--- src/rtl/mfu_operand_packer.sv ---
// Operand packer for the multi-precision fused multiply unit: groups 1, 2 or 4
// signed element pairs into 8-bit lane-packed operand words with a ready/valid handshake.
module mfu_operand_packer #(
   parameter int CNT_W = 16
) (
   input  logic             clk,
   input  logic             nrst,
   input  logic             in_valid,
   output logic             in_ready,
   input  logic [7:0]       in_a,
   input  logic [7:0]       in_b,
   input  logic [1:0]       in_mode,
   input  logic             in_last,
   output logic             out_valid,
   input  logic             out_ready,
   output logic [7:0]       out_a,
   output logic [7:0]       out_b,
   output logic [1:0]       out_mode,
   output logic             err,
   input  logic             err_clr,
   output logic [CNT_W-1:0] word_cnt
);

   typedef enum logic [1:0] {
      MODE_8X8  = 2'b00,
      MODE_4X4  = 2'b01,
      MODE_2X2  = 2'b10,
      MODE_NOOP = 2'b11
   } mode_e;

   logic [1:0] cnt;
   mode_e      grp_mode;
   logic [7:0] asm_a, asm_b;

   mode_e      eff_mode;
   logic [1:0] last_lane;
   logic [2:0] sh;
   logic [7:0] lane_a, lane_b;
   logic       range_bad, discard;
   logic       xfer_in, accept, closing;

   assign in_ready = !out_valid || out_ready;
   assign xfer_in  = in_valid && in_ready;
   assign accept   = xfer_in && !discard;
   assign closing  = accept && ((cnt == last_lane) || in_last);

   // The group mode is only sampled on its first element; later elements inherit it.
   assign eff_mode = (cnt == 2'd0) ? mode_e'(in_mode) : grp_mode;

   // NOTE: every always_comb output gets a default first so no path can infer a latch.
   always_comb begin
      last_lane = 2'd0;
      sh        = 3'd0;
      lane_a    = 8'h00;
      lane_b    = 8'h00;
      range_bad = 1'b0;
      discard   = 1'b0;
      case (eff_mode)
         MODE_8X8: begin
            lane_a = in_a;
            lane_b = in_b;
         end
         MODE_4X4: begin
            last_lane = 2'd1;
            sh        = cnt[0] ? 3'd0 : 3'd4;
            lane_a    = {4'h0, in_a[3:0]} << sh;
            lane_b    = {4'h0, in_b[3:0]} << sh;
            range_bad = !((&in_a[7:3]) || !(|in_a[7:3])) ||
                        !((&in_b[7:3]) || !(|in_b[7:3]));
         end
         MODE_2X2: begin
            last_lane = 2'd3;
            sh        = 3'd6 - {cnt, 1'b0};
            lane_a    = {6'h00, in_a[1:0]} << sh;
            lane_b    = {6'h00, in_b[1:0]} << sh;
            range_bad = !((&in_a[7:1]) || !(|in_a[7:1])) ||
                        !((&in_b[7:1]) || !(|in_b[7:1]));
         end
         MODE_NOOP: discard = 1'b1;
      endcase
   end

   // NOTE: all state updates use non-blocking assignments so every register samples pre-edge values.
   always_ff @(posedge clk) begin
      if (!nrst) begin
         cnt       <= 2'd0;
         grp_mode  <= MODE_8X8;
         asm_a     <= 8'h00;
         asm_b     <= 8'h00;
         out_valid <= 1'b0;
         out_a     <= 8'h00;
         out_b     <= 8'h00;
         out_mode  <= 2'b00;
         err       <= 1'b0;
         word_cnt  <= '0;
      end else begin
         if (accept) begin
            if (cnt == 2'd0)
               grp_mode <= eff_mode;
            if (closing) begin
               cnt      <= 2'd0;
               asm_a    <= 8'h00;
               asm_b    <= 8'h00;
               word_cnt <= word_cnt + CNT_W'(1);
            end else begin
               cnt   <= cnt + 2'd1;
               asm_a <= asm_a | lane_a;
               asm_b <= asm_b | lane_b;
            end
         end

         // A closing transfer can only happen when the output slot is free or draining.
         if (closing) begin
            out_valid <= 1'b1;
            out_a     <= asm_a | lane_a;
            out_b     <= asm_b | lane_b;
            out_mode  <= eff_mode;
         end else if (out_valid && out_ready) begin
            out_valid <= 1'b0;
         end

         // A new violation wins over a simultaneous clear.
         if (accept && range_bad)
            err <= 1'b1;
         else if (err_clr)
            err <= 1'b0;
      end
   end

endmodule

--- config.mk ---
export PLATFORM = sky130hd
export DESIGN_NAME = mfu_operand_packer
export DESIGN_NICKNAME = d
export VERILOG_FILES = /design/src/rtl/mfu_operand_packer.sv
export SDC_FILE = /design/constraint.sdc
export NUM_CORES = 1
export LEC_CHECK = 0
export ABC_AREA = 1
export CORE_MARGIN = 10
export CORE_UTILIZATION = 51
export CTS_CLUSTER_SIZE = 14
export DETAILED_ROUTE_END_ITERATION = 6
export PLACE_DENSITY = 0.8
export SLEW_MARGIN = 20
export SYNTH_ARGS = -nofsm -noshare
export SYNTH_HDL_FRONTEND = slang
export SYNTH_SLANG_ARGS = --single-unit
--- constraint.sdc ---
create_clock -name clk -period 2.9 [get_ports clk]
set_input_delay 0.58 -clock clk [delete_from_list [all_inputs] [get_ports clk]]
set_output_delay 0.58 -clock clk [all_outputs]
set_load 0.005 [all_outputs]
==> results.py, run 1 <==
metrics = {
    "power_and_ir_drop": {
        "power_frac_comb_pct": 33.7,
        "seq_power_share_pct": 44.1,
        "total_leakage_power_uw": 0.00149,
        "cellInternalPower_uw": 1270,
        "worst_ir_drop_vdd_mv": 0.322,
        "total_power_consumption_uw": 1970,
        "p_switching_uw": 701,
        "share_clk_of_total_power_pct": 22.1,
        "switching_share_pct": 35.5,
        "powerDensity_nw_per_um2": 536,
    },
    "worst_setup_path": {
        "rr_endpoint": "out_a[0]",
        "setup.reg_to_reg.worst_slack_ns": 0.37,
        "worst_r2r_path_depth": 9,
        "crit_fanout": 5,
        "worst_ep_required_time_ns": 3.11,
        "setup.worst_path.start_class": "flip-flop",
        "end_kind": "flip-flop",
        "critPathKind": "reg2reg",
        "crit-reg2reg-launch": "cnt[1]",
        "worstPathCellList": "inv_1, ha_1, o21ai_0, inv_1, ha_1, a21oi_1, o21ai_0, a31oi_1, o21ai_1",
        "critical-path-max-stage-delay_ns": 0.42,
        "timing.critical_path.arrival_ns": 2.74,
        "critical-path-slowest-cell": "dfxtp_1",
    },
    "final_layout": {
        "design.final.nets": 520,
        "stdcell_area_sq_um": 3680,
        "fill_cells": 483,
        "antennaDiodeCount": 0,
        "drive_above_1_share_pct": 6.33,
        "syn2layout_area_growth_pct": 26.8,
    },
    "timing": {
        "final.setup.tns_ns": 0,
        "timing.slew.headroom_pct": 61.9,
        "worst_slew_pin_slew_ns": 0.566,
        "fin_worst_skew_ns": 0.00922,
        "setup_violators_final": 0,
        "fmax_mhz": 395,
        "finalCriticalPeriod_ns": 2.53,
        "rsz0062_at_grt": "false",
        "layout_worst_path_cycle_share_pct": 87.2,
        "hold_viol": 0,
        "slew_violations": 0,
    },
    "route": {
        "drt_iter0_drc": 188,
        "detail_route.drc_violations": 0,
        "drtAntennaViolNets": 0,
        "drt-total-wl_mm": 7.53,
        "drt-pass1-iter-count": 5,
        "detailroute.via_count": 2820,
        "detail_route.wl_per_cell_microns": 13.4,
        "route.detailed.vias_per_inst": 5.02,
    },
    "logic_synthesis": {
        "yosysSeqAreaShare_pct": 38.6,
        "synth.cell_area_sq_um": 2910,
        "synth_top_cells_by_count": "124 x nand2_1, 56 x dfxtp_1, 53 x nor2_1, 42 x inv_1, 31 x nand3_1",
        "yosysMostFrequentCell": "nand2_1",
        "synth_ff_type": "dfxtp_1",
        "async_reset_ff_share_pct": 0,
        "synthCells": 425,
        "postSynthNetCount": 456,
        "synth_area_per_cell_sq_um": 6.84,
        "number_of_warnings_reported_in_the_yosys_synthesis_log": 0,
        "synth_top_area_cell": "dfxtp_1",
        "synth-seq-cells": 56,
        "yosys-top-cells-area": "dfxtp_1 39%, nand2_1 16%, nor2_1 6.8%",
        "ys_types": 30,
        "post-synth-top-area-fraction_pct": 38.6,
        "synth_edf_count": 0,
    },
    "clock_tree": {
        "tritoncts": "done",
        "clk_latency_ns": 0.31,
        "postCtsHoldBufs": 0,
        "cts_repair_resize_count": 0,
        "cts-root-to-sink-buffers": 2,
        "postCtsSetupRepairBufs": 0,
        "cts-htree-levels": 2,
        "clk_pin_slew_ns": 0.10,
        "ctsRootBufferMaster": "clkbuf_8",
        "number_of_clock_buffers_inserted_by_tritoncts": 5,
        "clkSinkCount": 56,
    },
    "flow_run": {
        "max-cap-violations": 0,
    },
    "place": {
        "place.port_buffers": 60,
        "placer_congestion_estimate": 0.868,
        "detailed_place_hpwl_mm": 5.85,
        "placed_cell_area_sq_um": 3590,
    },
    "die": {
        "floorplan.core_area_sq_um": 5510,
        "initial_utilization_pct": 52.8,
        "floorplan.rows": 27,
        "io-pin-count": 61,
        "die_area_sq_um": 9120,
        "floorplan.die.height_microns": 95.5,
        "fp.dieW_microns": 95.5,
    },
    "global_route": {
        "grt_usage_pct": 16.7,
        "grt_max_degree": 20,
        "number_of_global_route_vias_before_repair": 2662,
        "grt.overflow.total": 0,
        "global_route_wire_length_before_repair_mm": 12.4,
        "initial_antenna_violation_count": 0,
    },
    "worst_hold_path": {
        "holdPathStages": 2,
        "worst_hold_path.endpoint": "out_a[3]",
        "hold_path.startpoint": "out_a[3]",
        "hold_path_class": "reg2reg",
    },
    "run_status": {
        "outcome": "complete, no violations",
    },
}
metrics by stage:
step | utilization (%) | cells | worst slack [ns] | hold slack (ns)
after floorplan | - | 425 | 0.487 | 0.434
after global placement | 65.3 | 554 | 0.164 | 0.443
after detailed placement | 65.3 | 554 | 0.0772 | 0.452
after CTS | 66.9 | 562 | 0.339 | 0.467
after global routing | 66.9 | 562 | 0.0387 | 0.488
final | 66.9 | 562 | 0.370 | 0.464
registers in the layout, summed over array words and instances (netlist names):
name       cells
word_cnt      16
out_a          8
err            1
out_b          8
grp_mode       2
out_mode       2
asm_b          8
cnt            2
out_valid      1
asm_a          8
area by class of cell:
class / count / area, sq um / area share, %
inverters: 44 / 170 / 4.62
flip-flops and latches: 56 / 1120 / 30.4
clock buffers: 5 / 68.8 / 1.87
multi-input cells: 312 / 1540 / 41.7
clock inverters: 3 / 21.3 / 0.577
repair buffers: 70 / 676 / 18.3
well taps: 72 / 90.1 / 2.45
worst max-delay path by stage:
stage,from,end,slack [ns],cells after the start
finish,cnt[1],out_a[0],0.37,9
global route,cnt[1],out_b[1],0.04,9
CTS,cnt[1],out_b[0],0.34,9
detailed placement,in_mode[0],out_b[3],0.08,13
global placement,in_mode[0],out_b[0],0.16,13
floorplan,cnt[0],out_a[3],0.49,17
layer usage:
metal | global-route usage [%] | vias up | share of wire [%]
li1 | - | 1473 | -
met1 | 21.2 | 1257 | 45
met2 | 27.8 | 86 | 46
met3 | 3.30 | 4 | 8.0
met4 | 4.91 | 0 | 0.46
met5 | 0 | - | 0
power by group through the flow:
stage	clock network [uW]	registers, uW	logic (uW)
global route	465	878	740
CTS	437	871	665
detailed placement	0	887	663
floorplan	0	883	416
global placement	0	886	645
finish	436	871	666
worst max-delay path, delay by kind of cell, from the launching register on:
kind | cells | cell delay, ns
buffers and inverters | 2 | 0.25
AO/OA/AOI/OAI | 5 | 1.27
flip-flops | 1 | 0.42
adder cells (fa/ha/maj) | 2 | 0.50
placed cells by master, fill, tap and decap left out, drive strengths merged:
cell type and instances:
a211oi 1, a21oi 28, a31oi 4, buf 10
clkbuf 5, clkdlybuf4s50 60, clkinv 2, clkinvlp 1
dfxtp 56, ha 7, inv 44, mux2i 1
nand2 131, nand3 31, nand3b 1, nand4 4
nor2 54, nor3 13, o21ai 27, o21bai 1
xnor2 4, xor2 5
logic make-up after synthesis:
| kind of cell | Yosys count | synth area share (%) |
|---|---|---|
| buffers and inverters | 57 | 8.53 |
| adder cells (fa/ha/maj) | 7 | 3.01 |
| AO/OA/AOI/OAI | 61 | 11.2 |
| multiplexers | 1 | 0.345 |
| XOR/XNOR | 9 | 2.71 |
| AND/OR/NAND/NOR | 234 | 35.6 |
| flip-flops | 56 | 38.6 |
(Power assumes the default switching activity.)
==> run 2, diff against run 1 <==
- SLEW_MARGIN: 20 -> not set
==> results of run 2 <==
The final DEF is identical to that of run 1; final timing and power are the same.
